### src/rtl/roberto_rx_pkg.sv
// Shared definitions for the roberto_rx frame receiver: FSM state codes,
// ASCII framing constants and frame geometry.
package roberto_rx_pkg;

  // Encodings are visible on db_estado, so every value is pinned explicitly.
  typedef enum logic [2:0] {
    StInicial    = 3'd0,
    StEsperaByte = 3'd1,
    StArmazena   = 3'd2,
    StProxByte   = 3'd3,
    StProxSensor = 3'd4,
    StFinal      = 3'd5,
    StErro       = 3'd6
  } estado_e;

  localparam logic [7:0] ASCII_ZERO      = 8'h30;
  localparam logic [7:0] ASCII_NOVE      = 8'h39;
  localparam logic [7:0] ASCII_CERQUILHA = 8'h23;

  localparam int unsigned BYTES_POR_SENSOR = 4;
  localparam int unsigned NUM_SENSORES     = 3;
  localparam int unsigned DIGITOS          = BYTES_POR_SENSOR - 1;
  localparam int unsigned MEDIDA_W         = 4 * DIGITOS;
  localparam int unsigned IDX_BYTE_W       = $clog2(BYTES_POR_SENSOR);
  localparam int unsigned IDX_SENSOR_W     = $clog2(NUM_SENSORES);

  // db_estado value reported for an unused state encoding
  localparam logic [3:0] DB_INVALIDO = 4'd7;

  function automatic logic eh_digito(input logic [7:0] b);
    return (b >= ASCII_ZERO) && (b <= ASCII_NOVE);
  endfunction

endpackage

### src/rtl/roberto_rx_frame_if.sv
// Bus between the frame receiver and its environment: UART byte input,
// start request, decoded measurements and status pulses.
interface roberto_rx_frame_if;
  import roberto_rx_pkg::*;

  logic                recebe;
  logic [7:0]          dado_rx;
  logic                pronto_rx;
  logic [MEDIDA_W-1:0] medida0;
  logic [MEDIDA_W-1:0] medida1;
  logic [MEDIDA_W-1:0] medida2;
  logic                pronto;
  logic                erro;
  logic [3:0]          db_estado;

  modport master (
    output recebe, dado_rx, pronto_rx,
    input  medida0, medida1, medida2, pronto, erro, db_estado
  );

  modport slave (
    input  recebe, dado_rx, pronto_rx,
    output medida0, medida1, medida2, pronto, erro, db_estado
  );

endinterface

### src/rtl/roberto_rx_contador.sv
// Mod-N counter: zera clears (priority), conta advances with wrap,
// fim flags the last value N-1.
module roberto_rx_contador #(
  parameter int unsigned N = 4,
  parameter int unsigned W = (N > 1) ? $clog2(N) : 1
) (
  input  logic         clock,
  input  logic         reset,
  input  logic         zera_i,
  input  logic         conta_i,
  output logic [W-1:0] valor_o,
  output logic         fim_o
);

  logic [W-1:0] valor_q, valor_d;

  assign fim_o   = (valor_q == W'(N - 1));
  assign valor_o = valor_q;

  // Next count: clear wins over count; wrap to zero after N-1
  always_comb begin
    valor_d = valor_q;
    if (zera_i) begin
      valor_d = '0;
    end else if (conta_i) begin
      valor_d = fim_o ? '0 : valor_q + W'(1);
    end
  end

  // Count register
  always_ff @(posedge clock or negedge reset) begin
    if (!reset) begin
      valor_q <= '0;
    end else begin
      valor_q <= valor_d;
    end
  end

endmodule

### src/rtl/roberto_rx_frame.sv
// Frame receiver: collects 12 ASCII bytes "ddd#ddd#ddd#" from a UART and
// publishes three 3-digit BCD measurements on a valid frame.
// Optional inter-byte timeout enabled by defining ROBERTO_RX_TIMEOUT_EN.
module roberto_rx_frame
  import roberto_rx_pkg::*;
#(
  parameter int unsigned TIMEOUT_CICLOS = 50000
) (
  input logic               clock,
  input logic               reset,
  roberto_rx_frame_if.slave bus
);

  estado_e estado_q, estado_d;

  logic [IDX_BYTE_W-1:0]   byte_idx;
  logic [IDX_SENSOR_W-1:0] sensor_idx;
  logic                    byte_fim, sensor_fim;
  logic                    zera, conta_byte, conta_sensor;

  logic [7:0]          byte_q;
  logic [3:0]          shadow_q [NUM_SENSORES][DIGITOS];
  logic [MEDIDA_W-1:0] medida_q [NUM_SENSORES];

  logic aceita_byte;
  assign aceita_byte = (estado_q == StEsperaByte) && bus.pronto_rx;

  roberto_rx_contador #(
    .N (BYTES_POR_SENSOR),
    .W (IDX_BYTE_W)
  ) u_cnt_byte (
    .clock   (clock),
    .reset   (reset),
    .zera_i  (zera),
    .conta_i (conta_byte),
    .valor_o (byte_idx),
    .fim_o   (byte_fim)
  );

  roberto_rx_contador #(
    .N (NUM_SENSORES),
    .W (IDX_SENSOR_W)
  ) u_cnt_sensor (
    .clock   (clock),
    .reset   (reset),
    .zera_i  (zera),
    .conta_i (conta_sensor),
    .valor_o (sensor_idx),
    .fim_o   (sensor_fim)
  );

`ifdef ROBERTO_RX_TIMEOUT_EN
  localparam int unsigned TW = $clog2(TIMEOUT_CICLOS + 1);

  logic [TW-1:0] tmo_q;
  logic          tmo_fim;
  logic          frame_iniciado;

  // Indices leave 0/0 only after the first byte of a frame is accepted
  assign frame_iniciado = (byte_idx != '0) || (sensor_idx != '0);
  assign tmo_fim        = (tmo_q == TW'(TIMEOUT_CICLOS - 1));

  // Inter-byte silence counter, idle until the frame has started
  always_ff @(posedge clock or negedge reset) begin
    if (!reset) begin
      tmo_q <= '0;
    end else if ((estado_q == StInicial) || aceita_byte) begin
      tmo_q <= '0;
    end else if ((estado_q == StEsperaByte) && frame_iniciado) begin
      tmo_q <= tmo_q + TW'(1);
    end
  end
`else
  // Parameter only matters for the timeout build
  logic unused_timeout_ciclos;
  assign unused_timeout_ciclos = ^TIMEOUT_CICLOS;
`endif

  // State register
  always_ff @(posedge clock or negedge reset) begin
    if (!reset) begin
      estado_q <= StInicial;
    end else begin
      estado_q <= estado_d;
    end
  end

  // Next-state logic
  always_comb begin
    estado_d = estado_q;
    case (estado_q)
      StInicial: begin
        if (bus.recebe) estado_d = StEsperaByte;
      end
      StEsperaByte: begin
        if (bus.pronto_rx) estado_d = StArmazena;
`ifdef ROBERTO_RX_TIMEOUT_EN
        else if (frame_iniciado && tmo_fim) estado_d = StErro;
`endif
      end
      StArmazena: begin
        if (byte_fim) begin
          estado_d = (byte_q == ASCII_CERQUILHA) ? StProxByte : StErro;
        end else begin
          estado_d = eh_digito(byte_q) ? StProxByte : StErro;
        end
      end
      StProxByte:   estado_d = byte_fim ? StProxSensor : StEsperaByte;
      StProxSensor: estado_d = sensor_fim ? StFinal : StEsperaByte;
      StFinal:      estado_d = StInicial;
      StErro:       estado_d = StInicial;
      default:      estado_d = StInicial;
    endcase
  end

  // Moore outputs and counter controls
  always_comb begin
    bus.pronto    = 1'b0;
    bus.erro      = 1'b0;
    bus.db_estado = DB_INVALIDO;
    zera          = 1'b0;
    conta_byte    = 1'b0;
    conta_sensor  = 1'b0;
    case (estado_q)
      StInicial: begin
        bus.db_estado = 4'd0;
        zera          = 1'b1;
      end
      StEsperaByte: bus.db_estado = 4'd1;
      StArmazena:   bus.db_estado = 4'd2;
      StProxByte: begin
        bus.db_estado = 4'd3;
        conta_byte    = 1'b1;
      end
      StProxSensor: begin
        bus.db_estado = 4'd4;
        conta_sensor  = 1'b1;
      end
      StFinal: begin
        bus.db_estado = 4'd5;
        bus.pronto    = 1'b1;
      end
      StErro: begin
        bus.db_estado = 4'd6;
        bus.erro      = 1'b1;
      end
      default: ;
    endcase
  end

  // Byte latch, shadow digits and published measurements
  always_ff @(posedge clock or negedge reset) begin
    if (!reset) begin
      byte_q <= '0;
      for (int s = 0; s < NUM_SENSORES; s++) begin
        medida_q[s] <= '0;
        for (int d = 0; d < DIGITOS; d++) shadow_q[s][d] <= '0;
      end
    end else begin
      if (aceita_byte) byte_q <= bus.dado_rx;

      if (estado_q == StInicial) begin
        for (int s = 0; s < NUM_SENSORES; s++) begin
          for (int d = 0; d < DIGITOS; d++) shadow_q[s][d] <= '0;
        end
      end else if ((estado_q == StArmazena) && !byte_fim && eh_digito(byte_q)) begin
        shadow_q[sensor_idx][byte_idx] <= byte_q[3:0];
      end

      // Publish only on the edge that enters StFinal
      if ((estado_q == StProxSensor) && sensor_fim) begin
        for (int s = 0; s < NUM_SENSORES; s++) begin
          medida_q[s] <= {shadow_q[s][0], shadow_q[s][1], shadow_q[s][2]};
        end
      end
    end
  end

  assign bus.medida0 = medida_q[0];
  assign bus.medida1 = medida_q[1];
  assign bus.medida2 = medida_q[2];

endmodule

### src/flat_wrapper.sv
// flat-port wrapper written by rule: the top's interface ports become plain ports
module roberto_rx_frame_flat import roberto_rx_pkg::*;
#(
  parameter int unsigned TIMEOUT_CICLOS = 50000
)
  (clock, reset, bus_recebe, bus_dado_rx, bus_pronto_rx, bus_medida0, bus_medida1, bus_medida2, bus_pronto, bus_erro, bus_db_estado);
  roberto_rx_frame_if bus_i ();
  input logic clock;
  input logic reset;
  input wire logic [$bits(bus_i.recebe)-1:0] bus_recebe;
  input wire logic [$bits(bus_i.dado_rx)-1:0] bus_dado_rx;
  input wire logic [$bits(bus_i.pronto_rx)-1:0] bus_pronto_rx;
  output wire logic [$bits(bus_i.medida0)-1:0] bus_medida0;
  output wire logic [$bits(bus_i.medida1)-1:0] bus_medida1;
  output wire logic [$bits(bus_i.medida2)-1:0] bus_medida2;
  output wire logic [$bits(bus_i.pronto)-1:0] bus_pronto;
  output wire logic [$bits(bus_i.erro)-1:0] bus_erro;
  output wire logic [$bits(bus_i.db_estado)-1:0] bus_db_estado;
  assign bus_i.recebe = bus_recebe;
  assign bus_i.dado_rx = bus_dado_rx;
  assign bus_i.pronto_rx = bus_pronto_rx;
  assign bus_medida0 = bus_i.medida0;
  assign bus_medida1 = bus_i.medida1;
  assign bus_medida2 = bus_i.medida2;
  assign bus_pronto = bus_i.pronto;
  assign bus_erro = bus_i.erro;
  assign bus_db_estado = bus_i.db_estado;
  roberto_rx_frame #(.TIMEOUT_CICLOS(TIMEOUT_CICLOS)) u_core (.clock(clock), .reset(reset), .bus(bus_i));
endmodule
### config.mk
export PLATFORM = sky130hd
export DESIGN_NAME = roberto_rx_frame_flat
export DESIGN_NICKNAME = d
export VERILOG_FILES = /design/src/rtl/roberto_rx_pkg.sv /design/src/rtl/roberto_rx_frame_if.sv /design/src/rtl/roberto_rx_contador.sv /design/src/rtl/roberto_rx_frame.sv /design/src/flat_wrapper.sv
export SDC_FILE = /design/constraint.sdc
export NUM_CORES = 1
export LEC_CHECK = 0
export ABC_AREA = 1
export BUFFER_PORTS_ARGS = -buffer_cell sky130_fd_sc_hd__buf_2
export CAP_MARGIN = 15
export CORE_MARGIN = 3
export CORE_UTILIZATION = 33
export CTS_BUF_LIST = sky130_fd_sc_hd__clkbuf_4 sky130_fd_sc_hd__clkbuf_8 sky130_fd_sc_hd__clkbuf_16
export DETAILED_ROUTE_END_ITERATION = 12
export GPL_TIMING_DRIVEN = 1
export SYNTH_ARGS = -nofsm -noshare
export SYNTH_HDL_FRONTEND = slang
export SYNTH_SLANG_ARGS = --single-unit
### constraint.sdc
create_clock -name clock -period 4.1 [get_ports clock]
set_clock_uncertainty 0.15 [all_clocks]
set_input_delay 0.41 -clock clock [delete_from_list [all_inputs] [get_ports clock]]
set_output_delay 0.41 -clock clock [all_outputs]
set_load 0.01 [all_outputs]
# Word-level counts from Yosys, hierarchy flattened
# Cells that the tools add are included.
# word_totals
wordCells,77
register_bits,87
input_bits,12
output_inout_bits,42
# op_classes
n_reduce_logical,13
eq_ne,11
mux,27
addsub,2
bitwise,2
magnitude_cmp,6
# op_table
op,n
two-way mux 36 bit,2
bitwise mux 36 bit,1
demux 12 bit (select 2 bit),1
two-way mux 3 bit,7
one-hot mux 3 bit (7 select lines),1
one-hot mux 3 bit (5 select lines),1
two-way mux 12 bit,1
two-way mux 2 bit,6
== test 3 bit (second input constant),3
demux 4 bit (select 2 bit),1
== test 8 x 6 -> 1 bit (second input constant),1
greater-or-equal comparator 8 x 6 -> 1 bit (second input constant),1
<= comparator 8 x 6 -> 1 bit (second input constant),1
logical AND 1 bit,7
== test 3 x 2 -> 1 bit (second input constant),2
greater-or-equal comparator 3 bit (second input constant),2
less-than comparator 3 x 1 -> 1 bit (second input constant),2
NOT 2 -> 3 bit,2
nonzero test 2 bit,3
two-way mux 1 bit,5
adder 2 x 1 -> 2 bit (second input constant),2
== test 2 bit (second input constant),2
two-way mux 4 bit,1
!= test 2 bit (second input constant),2
4 further kinds,4

# Logic depth before layout (Yosys ltp)
# Gate-level depths: netlist of run 1.
# depth
word_depth,10
mapped_depth,10
mapped_depth_nobuf,10

# Hierarchy
# From an unflattened synthesis of run 1, not the netlist that was laid out.
# hier_totals
cells_unflattened,374
area_unflattened_um2,3886.2
# modules_own_cells
module,area_per_inst_um2,instances,seq_area_each_um2,cells_per_inst
roberto_rx_frame,3688.5,1,2077.0,349
roberto_rx_contador at u_core.u_cnt_byte,101.3,1,50.0,12
roberto_rx_contador at u_core.u_cnt_sensor,96.3,1,50.0,13

# Worst setup path after synthesis of run 1
# No wires, ideal clock.
# synth_timing
kind,flip-flop to flip-flop
startpoint,"register u_core.u_cnt_byte.valor_q[0], in the netlist u_core.u_cnt_byte.valor_o[0]"
endpoint,register u_core.shadow_q[13] (netlist bit)
t_arrival_ns,1.262
path_stages_with_launch,6
required_ns,3.820
synth_period_minus_slack_ns,1.542
setup_slack_ns,2.558
setup_ns,0.130
n_path_buf,0
path_cell_list,dfrtp_1 -> ha_1 -> nor2_8 -> nand3_4 -> nand3_1 -> o21ai_0
# synth_via
elab_chain_cells,10
word_cells_on_any_way,16
classes_between,2 x order compare; 1 x eq/ne; 7 x mux; 1 x bitwise; 5 x reduce/logical
# synth_rtl
item,line,text
"start, declared",roberto_rx_contador.sv:15,"logic [W-1:0] valor_q, valor_d;"
"start signal, assigned",roberto_rx_contador.sv:35,valor_q <= valor_d;
NOT 2 -> 3 bit (implied by the code),roberto_rx_frame.sv:167,shadow_q[sensor_idx][byte_idx] <= byte_q[3:0];
greater-or-equal comparator 3 bit (implied by the code) / less-than comparator 3 x 1 -> 1 bit (equally long branches),roberto_rx_frame.sv:167,
logical AND 1 bit (implied by the code),roberto_rx_frame.sv:167,
two-way mux 4 bit (implied by the code),roberto_rx_frame.sv:167,
demux 4 bit (select 2 bit),roberto_rx_frame.sv:167,
two-way mux 12 bit (implied by the code),roberto_rx_frame.sv:167,
demux 12 bit (select 2 bit),roberto_rx_frame.sv:167,
bitwise mux 36 bit,roberto_rx_frame.sv:167,
two-way mux 36 bit,roberto_rx_frame.sv:166,end else if ((estado_q == StArmazena) && !byte_fim && eh_digito(byte_q)) begin
two-way mux 36 bit,roberto_rx_frame.sv:162,if (estado_q == StInicial) begin
"end signal, assigned by index",roberto_rx_frame.sv:167,
"end, declared",roberto_rx_frame.sv:22,logic [3:0] shadow_q [NUM_SENSORES][DIGITOS];
# Several ways; a longest one is shown, not always the timed one. The select of a mux whose other input is x is not followed.
# A chain may end at the register's enable or synchronous reset.

# Worst setup path in the final report of run 1
# layout_timing
startpoint,register u_core.estado_q[1]
endpoint,register u_core.shadow_q[33] (netlist bit)
# layout_via
elab_chain_cells,4
word_cells_on_any_way,6
classes_between,1 x eq/ne; 1 x mux; 4 x reduce/logical
# layout_rtl
item,line,text
"start, declared",roberto_rx_frame.sv:14,"estado_e estado_q, estado_d;"
"start signal, assigned",roberto_rx_frame.sv:82,estado_q <= StInicial;
"start signal, assigned",roberto_rx_frame.sv:84,estado_q <= estado_d;
== test 3 x 2 -> 1 bit,roberto_rx_frame.sv:166,
logical AND 1 bit (2 in series),roberto_rx_frame.sv:166,
nonzero test 2 bit (no line),--,
# Several ways; a longest one is shown, not always the timed one.

==> metrics.md, run 1 <==
| Metric | Value |
|---|---|
| Status | completed |
| Period utilization | 0.5595 |
| Commonest non-fill, non-tap cell in the layout | nand2_1 |
| Die Wd | 112.5 um |
| Largest net degree at the start of global routing | 88 |
| PwrDens | 557.5 nW/um^2 |
| Commonest cells after routing, fill and taps aside | nand2_1, dfrtp_1, buf_2 |
| Worst-skew pair later-pin latency | 0.33 ns |
| Synth unique cells | 29 |
| Synth Flop Type | dfrtp_1 |
| Pleak | 2.302 nW |
| Total power | 2.474 mW |
| Placed cells | 567 |
| Element type at the critical path end | flip-flop |
| Vias in the first global route | 2873 |
| Crit-path max cell delay | 0.61 ns |
| Nets | 456 |
| CP arrival | 2.38 ns |
| TritonCTS clock tree | yes |
| Gate Count Post-Synth | 390 |
| Ys async rst share | 1.000 |
| Hold Crit Class | primary input to flip-flop |
| Final setup viols | 0 |
| I/O pin total | 54 |
| DP Area | 4080 um^2 |
| CTS resizes | 0 |
| Post-route ant nets | 0 |
| DR DRC count | 0 |
| Layout Cells excl Fill | 585 |
| Worst-path clk slew | 0.06 ns |
| Post-route cell area | 4438 um^2 |
| Area Growth Syn to Fin | 18.51% |
| Fillers | 1086 |
| Root Buffer | clkbuf_16 |
| Post-synth top area share | 0.5814 |
| Initial Util | 0.3410 |
| Layout cells sized above 1 | 0.2090 |
| Area leader, netlist | dfrtp_1 |
| Vias per std cell | 4.742 |
| Post-DP HPWL | 5.244 mm |
| Measured slew at the worst slew-check pin | 0.8135 ns |
| Seq/Total Area, Yosys | 0.5814 |
| Vias | 2774 |
| Gpl congestion | 0.7841 |
| Crit path launch type | flip-flop |
| Total gr overflow | 0 |
| CP Max Fanout | 43 |
| Core Area | 10980 um^2 |
| Max Freq | 436.0 MHz |
| Post-route minimum period | 2.294 ns |
| Final Hold Viols | 0 |
| CTS HTree Levels | 3 |
| Max clock buf depth | 2 |
| Critical-path top delay cell | nand2_2 |
| Cell row count | 38 |
| Relative slew slack | 0.4558 |
| CTS sink count | 87 |
| Setup TNS | 0 ns |
| Routed len/inst | 13.39 um |
| Pre-antenna DRT Iters | 4 |
| Post-synth net total | 406 |
| Antenna cells | 0 |
| Number of max-cap violations | 0 |
| Final core occ | 0.4041 |
| Syn avg cell area | 9.602 um^2 |
| Post-CTS Setup Inserts | 0 |
| Critical path type | flip-flop to flip-flop |
| Die Area | 12660 um^2 |
| Final wirelength | 7.833 mm |
| Yosys warning count | 0 |
| Initial antenna violation count | 0 |
| GRT Total Usage | 0.1328 |
| Max-slew violation count | 0 |
| Initial drt markers | 161 |
| Worst IR Drop VDD | 0.3358 mV |
| CTS buffer count | 9 |
| Cell chain of the critical path | nor2_2 -> nand2_2 -> nand2_1 -> o21ai_0 |
| Die Y | 112.5 um |
| PortBufs | 52 |
| First-pass GRT wire length | 13.69 mm |
| FF+latch count, synth | 87 |
| Mapped Area | 3745 um^2 |
| Post-synth EDFFs | 0 |
| CP required | 4.19 ns |
| Top cells by area, synth | dfrtp_1, nand2_1, nand3_1 |
| RSZ-0062 raised after global routing | false |
-- worst max-delay path: cells and delay by family (launching register included) --
kind,cells,cell delay (ns)
and+or+nand+nor,3,1.23
AOI/OAI and AO/OA,1,0.32
DFF,1,0.50
-- stage by stage --
step                      setup slack [ns]  hold slack [ns]
after floorplan                      2.558         -0.03559
final                                1.806           0.1367
after CTS                            1.768           0.1260
after global routing                 1.526           0.1471
after detailed placement             1.801           0.3031
after global placement               1.864           0.3046
-- logic make-up after synthesis --
family / Yosys count / synth area share
adders and majority gates: 4 / 0.01337
and+or+nand+nor: 208 / 0.2746
DFF: 87 / 0.5814
AOI/OAI and AO/OA: 49 / 0.06616
other: 1 / 0.001001
muxes: 4 / 0.01303
buffers and inverters: 37 / 0.05045
-- cells in the mapped netlist (4+ instances only) --
cell type	instances
ha_1	4
inv_1	20
nand3_4	10
nand3_1	39
nor2_1	19
nand2_1	129
o21ai_0	27
dfrtp_1	87
a21oi_1	6
o21ai_1	14
buf_6	4
-- state kept, by name (all words and copies together) (netlist names) --
register	flops
u_core.byte_q	8
u_core.u_cnt_byte.valor_o	2
u_core.estado_q	3
u_core.u_cnt_sensor.valor_o	2
u_core.bus.medida1	12
u_core.shadow_q	36
u_core.bus.medida0	12
u_core.bus.medida2	12
-- what timing repair did --
action / in CTS / in global routing
hold buffers: 0 / 1
endpoints found under the setup margin: 0 / 0
endpoints found under the hold margin: 0 / 40
-- cell type report --
class                   instances  area [um^2]  share of cell area
clock buffers                  11        246.5             0.05554
well taps                     140        175.2             0.03947
repair buffers                 55        300.3             0.06766
inverters                      21        78.83             0.01776
multi-input cells             266         1379              0.3107
flip-flops and latches         87         2177              0.4906
clock inverters                 5        81.33             0.01833
-- power by group --
| group | internal (mW) | switching (mW) |
|---|---|---|
| registers | 0.927 | 0.0641 |
| clock network | 0.557 | 0.327 |
| logic | 0.140 | 0.459 |
| total | 1.62 | 0.850 |
-- metal layers --
layer  part of all wire  wire (um)  vias up  GRT usage
li1                   -          -     1371          -
met1               0.45       3555     1335     0.1622
met2               0.49       3821       61     0.2284
met3              0.048        377        7    0.03881
met4              0.010         78        0    0.03846
met5                  0          0        -          0
-- worst paths after layout --
path | to | start | cells past startpoint | slack (ns)
max | u_core.shadow_q[33]$_DFFE_PN0P_ | u_core.estado_q[1]$_DFFE_PN0P_ | 4 | 1.81
min | u_core.byte_q[7]$_DFFE_PN0P_ | bus_dado_rx[7] | 2 | 0.14
max reg2reg | u_core.shadow_q[33]$_DFFE_PN0P_ | u_core.estado_q[1]$_DFFE_PN0P_ | 4 | 1.81
min reg2reg | u_core.bus.medida2[6]$_DFFE_PN0P_ | u_core.bus.medida2[6]$_DFFE_PN0P_ | 2 | 0.31
max in group asynchronous | u_core.bus.medida0[0]$_DFFE_PN0P_ | reset | 3 | 2.73
min in group asynchronous | u_core.byte_q[5]$_DFFE_PN0P_ | reset | 2 | 0.45
(Power assumes the default switching activity.)
==> run 2: changes to the inputs <==
==> constraint.sdc (replaced) <==
create_clock -name clock -period 2.3 [get_ports clock]
set_clock_uncertainty 0.15 [all_clocks]
set_input_delay 0.23 -clock clock [delete_from_list [all_inputs] [get_ports clock]]
set_output_delay 0.23 -clock clock [all_outputs]
set_load 0.01 [all_outputs]
==> metrics.md, run 2 (synthesized netlist as in run 1, its figures left out) <==
| Metric | Value |
|---|---|
| Total power | 4.360 mW |
| Status | completed |
| Worst-path clk slew | 0.06 ns |
| Crit path launch type | flip-flop |
| CTS resizes | 0 |
| Commonest cells after routing, fill and taps aside | nand2_1, dfrtp_1, buf_2 |
| Initial antenna violation count | 0 |
| Vias in the first global route | 2755 |
| Post-route ant nets | 0 |
| Vias | 2786 |
| Period utilization | 0.8103 |
| Multi-input logic area | 1379 um^2 |
| Worst Hold End | u_core.estado_q[0]$_DFFE_PN0P_ |
| Initial Util | 0.3410 |
| Gpl congestion | 0.7504 |
| Setup TNS | 0 ns |
| Core Area | 10980 um^2 |
| PwrDens | 962.2 nW/um^2 |
| GRT Total Usage | 0.1315 |
| Largest net degree at the start of global routing | 41 |
| Final core occ | 0.4125 |
| Root Buffer | clkbuf_16 |
| Hold_sp | bus_pronto_rx |
| Routed len/inst | 13.21 um |
| Die Area | 12660 um^2 |
| First-pass GRT wire length | 13.30 mm |
| Cell row count | 38 |
| Hold Crit Class | primary input to flip-flop |
| Max Freq | 536.6 MHz |
| Commonest non-fill, non-tap cell in the layout | nand2_1 |
| CTS sink count | 87 |
| PnR worst setup slack | 0.4364 ns |
| Critical path type | flip-flop to flip-flop |
| DR DRC count | 0 |
| Post-DP HPWL | 5.428 mm |
| TritonCTS clock tree | yes |
| Pre-antenna DRT Iters | 4 |
| Final wirelength | 7.875 mm |
| CTS HTree Levels | 3 |
| DP Area | 4123 um^2 |
| RSZ-0062 raised after global routing | false |
| Number of max-cap violations | 0 |
| Pre-CTS setup slack | 0.4440 ns |
| Total gr overflow | 0 |
| Die Wd | 112.5 um |
| Relative slew slack | 0.6066 |
| Pleak | 2.346 nW |
| CTS buffer count | 9 |
| Worst r2r src | u_core.estado_q[1]$_DFFE_PN0P_ |
| I/O pin total | 54 |
| Post-route minimum period | 1.864 ns |
| R2R depth | 4 |
| R2r endpoint | u_core.shadow_q[29]$_DFFE_PN0P_ |
| Final Hold Viols | 0 |
| Reg area | 2177 um^2 |
| Worst-skew pair later-pin latency | 0.34 ns |
| Element type at the critical path end | flip-flop |
| Most flop-heavy register | u_core.shadow_q |
| Vias per std cell | 4.674 |
| Initial drt markers | 143 |
| Reg2reg setup slack | 0.44 ns |
| Max reg flops | 36 |
| Layout cells sized above 1 | 0.2105 |
| Max-slew violation count | 0 |
| Fillers | 1074 |
| CP Max Fanout | 24 |
| Area Growth Syn to Fin | 20.98% |
| Final setup viols | 0 |
| CP required | 2.36 ns |
| Post-route cell area | 4531 um^2 |
| Max clock buf depth | 2 |
| PortBufs | 52 |
| Nets | 467 |
| Die Y | 112.5 um |
| CP arrival | 1.92 ns |
| Worst IR Drop VDD | 0.5283 mV |
| Antenna cells | 0 |
| Hold Path Stages | 4 |
| Measured slew at the worst slew-check pin | 0.5893 ns |
[run 2: changes by cell type in the layout (fill, tap and decap cells not counted)]
cell / previous run / this run
dlygate4sd3_1: 1 / 9
buf_4: 2 / 5
clkbuf_8: 1 / 3
bufinv_16: 2 / 1
clkbuf_4: 1 / 0
clkinv_4: 1 / 0
inv_6: 0 / 1
[run 2: worst max-delay path, cell delays in order, from the launching register on]
cell	delay (ns)
dfrtp_1	0.48
nor2_2	0.22
nand2_2	0.31
nand2_1	0.41
o21ai_0	0.16
[run 2: cell type report]
cell class	count	share of cell area
tap	140	0.03866
multi-input combinational	266	0.3043
inverter	21	0.01740
clock inverter	4	0.01132
sequential	87	0.4805
clock buffer	12	0.05882
timing repair buffer	66	0.08893
[run 2: stage by stage]
stage / hold WS, ns / std cells
2_1_floorplan: -0.2156 / 390
3_3_place_gp: 0.09091 / 571
3_5_place_dp: 0.09688 / 571
4_1_cts: 0.02923 / 596
5_1_grt: 0.08696 / 596
6_report: 0.03340 / 596
[run 2: how the worst max path moves through the flow]
stage | from | to | slack, ns
3_3_place_gp | u_core.estado_q[1]$_DFFE_PN0P_ | u_core.shadow_q[29]$_DFFE_PN0P_ | 0.51
3_5_place_dp | u_core.estado_q[1]$_DFFE_PN0P_ | u_core.shadow_q[29]$_DFFE_PN0P_ | 0.44
4_1_cts | u_core.estado_q[1]$_DFFE_PN0P_ | u_core.shadow_q[29]$_DFFE_PN0P_ | 0.44
2_1_floorplan | u_core.u_cnt_byte.valor_o[0]$_DFFE_PN0P_ | u_core.shadow_q[13]$_DFFE_PN0P_ | 0.76
6_report | u_core.estado_q[1]$_DFFE_PN0P_ | u_core.shadow_q[29]$_DFFE_PN0P_ | 0.44
5_1_grt | u_core.estado_q[1]$_DFFE_PN0P_ | u_core.shadow_q[17]$_DFFE_PN0P_ | 0.28
[run 2: routing by layer]
layer,GRT usage,routed length [um]
met5,0,0
met4,0.06250,109
met3,0.02480,334
met2,0.2130,3721
met1,0.1703,3709
[run 2: where the power goes]
| part | total (mW) | internal, mW | switching [mW] |
|---|---|---|---|
| sequential | 1.77 | 1.65 | 0.120 |
| clock | 1.53 | 0.933 | 0.601 |
| combinational | 1.05 | 0.273 | 0.781 |
| total | 4.36 | 2.86 | 1.50 |
[run 2: repair_timing]
action | CTS | global route
hold buffers | 9 | 0
hold endpoints to repair | 46 | 0
setup buffers | 0 | 0
